## src/rtl/cfg_chain_pkg.sv

```systemverilog
// Shared types and sizing helpers for the configuration chain loader.
// Latency: n/a (package only).
// Backpressure: n/a (package only).
package cfg_chain_pkg;

  // Loader sequencing: one SETUP/HIGH/LOW triplet per chain bit, FETCH between words.
  typedef enum logic [2:0] {
    IDLE,
    FETCH,
    SETUP,
    HIGH,
    LOW,
    FLUSH,
    DONE
  } state_t;

  // Number of input words consumed by one full chain load.
  function automatic int words_per_chain(input int chain_len, input int word_w);
    return (chain_len + word_w - 1) / word_w;
  endfunction

  // Counter width able to hold 0..n-1, never narrower than one bit.
  function automatic int cnt_w(input int n);
    return (n > 1) ? $clog2(n) : 1;
  endfunction

endpackage

```

## src/rtl/prog_clk_phase.sv

```systemverilog
// Phase timer for the chain shift clock: flags the last cycle of a CLK_DIV-long phase.
// Latency: phase_done asserts on the CLK_DIV-th consecutive cycle of run.
// Backpressure: hold freezes the counter on its last cycle so phase_done stays high.
//
// Ports:
//   clk, rst_n  system clock, async active-low reset
//   run         high while a HIGH or LOW phase is in progress; low clears the count
//   hold        keep the current count (used while the loader is stalled)
//   phase_done  current cycle is the last cycle of the phase
module prog_clk_phase
  import cfg_chain_pkg::*;
#(
  parameter int CLK_DIV = 2
) (
  input  logic clk,
  input  logic rst_n,
  input  logic run,
  input  logic hold,
  output logic phase_done
);

  localparam int CW = cnt_w(CLK_DIV);
  localparam logic [CW-1:0] LAST = CW'(CLK_DIV - 1);

  logic [CW-1:0] cnt;

  assign phase_done = run && (cnt == LAST);

  always_ff @(posedge clk or negedge rst_n) begin
    if (!rst_n) begin
      cnt <= '0;
    end else if (!run) begin
      cnt <= '0;
    end else if (hold) begin
      cnt <= cnt;
    end else if (phase_done) begin
      cnt <= '0;
    end else begin
      cnt <= cnt + CW'(1);
    end
  end

endmodule

```

## src/rtl/cfg_chain_loader.sv

```systemverilog
// Drives the serial config chain: shifts stream words out LSB-first, returns old chain bits.
// Latency: 1 + 2*CLK_DIV cycles per bit, plus one FETCH cycle per word; done follows the final readback.
// Backpressure: s_ready only in FETCH; a pending readback word stalls the chain with prog_clk low.
//
// Ports:
//   clk, rst_n          system clock, async active-low reset
//   start               pulse to begin a CHAIN_LEN-bit load (ignored while busy)
//   s_data/valid/ready  bitstream words in, bit 0 shifted first
//   prog_in/clk/en      serial data, shift clock and enable to the chain head
//   prog_out            chain tail (old configuration bits)
//   m_data/valid/ready  readback words out, bit 0 = first bit captured
//   busy, done          load in progress / one-cycle completion pulse
module cfg_chain_loader
  import cfg_chain_pkg::*;
#(
  parameter int CHAIN_LEN = 19,
  parameter int WORD_W    = 8,
  parameter int CLK_DIV   = 2
) (
  input  logic              clk,
  input  logic              rst_n,
  input  logic              start,
  input  logic [WORD_W-1:0] s_data,
  input  logic              s_valid,
  output logic              s_ready,
  output logic              prog_in,
  output logic              prog_clk,
  output logic              prog_en,
  input  logic              prog_out,
  output logic [WORD_W-1:0] m_data,
  output logic              m_valid,
  input  logic              m_ready,
  output logic              busy,
  output logic              done
);

  localparam int BW = cnt_w(CHAIN_LEN);
  localparam int IW = cnt_w(WORD_W);
  localparam logic [BW-1:0] BIT_LAST = BW'(CHAIN_LEN - 1);
  localparam logic [IW-1:0] IDX_LAST = IW'(WORD_W - 1);

  state_t            state;
  state_t            state_nxt;
  logic [BW-1:0]     bit_cnt;
  logic [IW-1:0]     bit_idx;
  logic [IW-1:0]     idx_inc;
  logic [WORD_W-1:0] word_q;
  logic [WORD_W-1:0] rb_acc;

  logic phase_run;
  logic phase_done;
  logic phase_hold;
  logic s_fire;
  logic last_bit;
  logic word_end;
  logic rb_need;
  logic rb_load;
  logic low_exit;

  assign s_fire   = s_valid && s_ready;
  assign last_bit = (bit_cnt == BIT_LAST);
  assign word_end = (bit_idx == IDX_LAST);
  assign idx_inc  = bit_idx + IW'(1);

  // The end of a LOW phase at a word boundary (or the final bit) hands the
  // accumulated readback word to m_data. If the previous word has not been
  // taken, the phase timer is frozen and the chain waits with prog_clk low.
  assign rb_need    = (state == LOW) && phase_done && (last_bit || word_end);
  assign rb_load    = rb_need && (!m_valid || m_ready);
  assign phase_hold = rb_need && m_valid && !m_ready;
  assign low_exit   = (state == LOW) && phase_done && !phase_hold;
  assign phase_run  = (state == HIGH) || (state == LOW);

  prog_clk_phase #(
    .CLK_DIV (CLK_DIV)
  ) u_phase (
    .clk        (clk),
    .rst_n      (rst_n),
    .run        (phase_run),
    .hold       (phase_hold),
    .phase_done (phase_done)
  );

  always_ff @(posedge clk or negedge rst_n) begin
    if (!rst_n) begin
      state <= IDLE;
    end else begin
      state <= state_nxt;
    end
  end

  always_comb begin
    state_nxt = state;
    case (state)
      IDLE:    if (start) state_nxt = FETCH;
      FETCH:   if (s_fire) state_nxt = SETUP;
      SETUP:   state_nxt = HIGH;
      HIGH:    if (phase_done) state_nxt = LOW;
      LOW: begin
        if (low_exit) begin
          if (last_bit)      state_nxt = FLUSH;
          else if (word_end) state_nxt = FETCH;
          else               state_nxt = SETUP;
        end
      end
      FLUSH:   if (m_valid && m_ready) state_nxt = DONE;
      DONE:    state_nxt = IDLE;
      default: state_nxt = IDLE;
    endcase
  end

  // Chain-facing controls are registered from the next state so prog_clk is
  // a clean flop output and prog_en/prog_clk drop together on reset.
  always_ff @(posedge clk or negedge rst_n) begin
    if (!rst_n) begin
      prog_clk <= 1'b0;
      prog_en  <= 1'b0;
      s_ready  <= 1'b0;
      busy     <= 1'b0;
      done     <= 1'b0;
    end else begin
      prog_clk <= (state_nxt == HIGH);
      prog_en  <= !(state_nxt inside {IDLE, DONE});
      s_ready  <= (state_nxt == FETCH);
      busy     <= !(state_nxt inside {IDLE, DONE});
      done     <= (state_nxt == DONE);
    end
  end

  // prog_in is updated on entry to SETUP, a full cycle before the rising edge
  // of prog_clk, and held through HIGH. prog_out is sampled during SETUP, i.e.
  // before that edge, so bit i captures the old configuration bit i.
  always_ff @(posedge clk or negedge rst_n) begin
    if (!rst_n) begin
      word_q  <= '0;
      rb_acc  <= '0;
      bit_cnt <= '0;
      bit_idx <= '0;
      prog_in <= 1'b0;
      m_data  <= '0;
      m_valid <= 1'b0;
    end else begin
      if ((state == IDLE) && start) begin
        bit_cnt <= '0;
        bit_idx <= '0;
        rb_acc  <= '0;
      end

      if (s_fire) begin
        word_q  <= s_data;
        bit_idx <= '0;
        prog_in <= s_data[0];
      end

      if (state == SETUP) begin
        rb_acc[bit_idx] <= prog_out;
      end

      if (low_exit && !last_bit) begin
        bit_cnt <= bit_cnt + BW'(1);
        if (!word_end) begin
          bit_idx <= idx_inc;
          prog_in <= word_q[idx_inc];
        end
      end

      // Loading a new word and retiring the old one can coincide; the load wins.
      if (rb_load) begin
        m_data  <= rb_acc;
        rb_acc  <= '0;
        m_valid <= 1'b1;
      end else if (m_valid && m_ready) begin
        m_valid <= 1'b0;
      end
    end
  end

endmodule
```

## config.mk

```make
export PLATFORM = sky130hd
export DESIGN_NAME = cfg_chain_loader
export DESIGN_NICKNAME = d
export VERILOG_FILES = /design/src/rtl/cfg_chain_pkg.sv /design/src/rtl/prog_clk_phase.sv /design/src/rtl/cfg_chain_loader.sv
export SDC_FILE = /design/constraint.sdc
export NUM_CORES = 1
export LEC_CHECK = 0
export BUFFER_PORTS_ARGS = -buffer_cell sky130_fd_sc_hd__buf_4
export CAP_MARGIN = 20
export CORE_UTILIZATION = 40
export DETAILED_ROUTE_END_ITERATION = 7
export MAX_ROUTING_LAYER = met4
export PLACE_DENSITY = 0.71
export REMOVE_ABC_BUFFERS = 1
export SLEW_MARGIN = 20
export SYNTH_ARGS = -nofsm -noshare
export SYNTH_HDL_FRONTEND = slang
export SYNTH_SLANG_ARGS = --single-unit
```

## constraint.sdc

```tcl
create_clock -name clk -period 5 [get_ports clk]
set_clock_uncertainty 0.2 [all_clocks]
set_input_delay 1 -clock clk [delete_from_list [all_inputs] [get_ports clk]]
set_output_delay 1 -clock clk [all_outputs]
set_load 0.05 [all_outputs]
```

==> metrics.yaml <==
cts_resized: 0
synth-edff-count: 0
async_reset_ff_share_pct: 100
clock_sinks: 42
startpoint_type: "register"
grt_pass1_vias: 1360
synth_cells: 180
cap_violations: 0
power.density_mw_per_mm2: 420
portBuffers: 28
drtAntennaViolNets: 0
leakagePower_uw: 0.00107
cts_tree: "built"
antenna_cells: 0
worstSetupEndpointType: "register"
critPathLaunch: "bit_idx[1]$_DFF_PN0_"
rsz0062_at_grt: "false"
whs_ns: 0.297
fp.dieW_um: 73.3
die_area_mm2: 0.00538
yosysWarningCount: 0
ys.flop_type: "dfrtp_1"
post-cts-setup-buffers: 0
gp_congestion: 0.812
synthDistinctLibCells: 44
drtIter0Drc: 105
placed_area_mm2: 0.00228
crit_fanout: 17
fin_crit_ns: 2.43
clk_pin_slew_ns: 0.07
drc_errors: 0
clk_latency_ns: 0.28
grt_max_degree: 43
status: "complete, no violations"
initial_core_util_pct: 42.3
p_total_uw: 988
crit_top_cell: "ha_1"
cts_buffer_depth: 2
yosysMostFrequentCell: "dfrtp_1"
antenna_found_initial: 0
worst_slew_pin_slew_ns: 0.600
fin_nets: 223
synth_top_area_cell: "dfrtp_1"
cp_slowest_cell: "dfrtp_1"
vias: 1439
ys_seq_area_share_pct: 51.6
grt_pass1_wl_mm: 6.31
hold_viol: 0
crit_type: "register to register"
first_pass_iters: 4
overflow: 0
finalWirelength_mm: 3.66
vias_per_cell: 5.29
utilization_pct: 48.8
synth.area.top_cells: "dfrtp_1 52%, mux2_2 8.9%, nand3_1 3.2%"
cts_htree_levels: 2
area_growth_pct: 15.6
grt.total_usage_pct: 15.6
hpwl_mm: 2.59
layout-drive-gt1-share_pct: 28.3
cts_root_buf: "clkbuf_8"
synth_top_area_share_pct: 51.6
max_slew_margin_pct: 60.0
cp_data_arrival_time_ns: 2.38
vdd_drop_max_uv: 328
num_rows: 25
wl_per_cell_um: 13.5
core_area_mm2: 0.00482
cp_cell_sequence: "ha_1, ha_1, o211a_1, a211oi_1, a31oi_1"
synth_commonest_cells: "42 x dfrtp_1, 16 x mux2_2, 13 x nand3_1, 12 x a21oi_1, 11 x nand2_1"
period_share_pct: 48.6
avgSynthCellArea_um2: 11.3
tns_ns: 0
drv_slew: 0
ys_seq_elements: 42
max_freq_mhz: 411
rr_startpoint: "bit_idx[1]$_DFF_PN0_"
crit_required_ns: 4.95
design_area_mm2: 0.00235
min_from: "word_q[0]$_DFFE_PN0P_"
holdCritPathClass: "register to register"
ios: 29
cts_buffers: 5
synthesis.area_mm2: 0.00204
slowest_delay_ns: 0.51
setup_violations: 0
cts_hold_buf: 0
die_h_um: 73.3
## kinds of logic (layout without fill, tap and decap cells)
group | count (synthesis) | in the layout | share of synthesized area (%)
simple gates | 55 | 55 | 16.1
mux | 22 | 22 | 13.0
fa+ha+maj | 4 | 4 | 2.46
xor+xnor | 1 | 1 | 0.430
buf+inv | 17 | 42 | 3.93
flops | 42 | 42 | 51.6
compound gates | 39 | 39 | 12.4
## worst paths after layout
check / endpoint / slack, ns / depth (start not counted)
min in group asynchronous: word_q[7]$_DFFE_PN0P_ / 0.49 / 1
hold / removal: word_q[0]$_DFFE_PN0P_ / 0.30 / 1
setup / recovery: busy$_DFF_PN0_ / 2.57 / 5
hold reg to reg: word_q[0]$_DFFE_PN0P_ / 0.30 / 1
setup reg to reg: busy$_DFF_PN0_ / 2.57 / 5
max in group asynchronous: m_data[6]$_DFFE_PN0P_ / 3.75 / 1
## sequential cells by signal, indices dropped and copies added (netlist names), 3 cells and up
name	count
state	3
m_data	8
bit_cnt	5
word_q	8
bit_idx	3
rb_acc	8
## metrics by stage
stage	cells	setup WS, ns
4_1_cts	272	2.56
2_1_floorplan	170	2.50
3_5_place_dp	265	2.29
5_1_grt	272	2.42
3_3_place_gp	265	2.33
6_report	272	2.57
## placed cells by master, fill, tap and decap left out, types with 3 or more instances in the layout
cell,Yosys,layout
o211ai_1,6,6
mux2i_1,4,4
mux2_2,16,16
a21oi_1,12,12
nand3_1,13,13
o21ai_0,7,7
nand2_1,11,11
dfrtp_1,42,42
a21o_1,3,3
clkbuf_8,0,5
inv_1,7,7
ha_1,4,4
nor2b_1,3,3
buf_4,1,28
nor3_1,5,5
nor2_1,3,3
nand2b_1,3,3
## final cells by class
type	count	area [um2]
multi-input combinational	121	905
sequential	42	1050
fill	466	2460
clock buffer	7	76.3
tap	67	83.8
inverter	7	26.3
timing repair buffer	28	210
## metal layers
layer	global-route usage [%]	up-vias	routed length [um]
met5	-	-	0
met4	3.85	0	33
met2	24.1	28	1660
li1	-	709	-
met3	3.29	5	125
met1	21.0	697	1840
## power breakdown
group | total, uW | leakage [uW] | switching, uW | internal, uW
combinational | 317 | 0.000482 | 175 | 142
sequential | 471 | 0.000554 | 60.8 | 410
clock | 200 | 0.0000383 | 104 | 96.1
## worst max-delay path, delay by kind of cell, from the launching register on
family	cells	cell delay, ns
flops	1	0.51
fa+ha+maj	2	0.47
compound gates	3	1.12
Note: power is estimated with default switching activity, not from simulation.
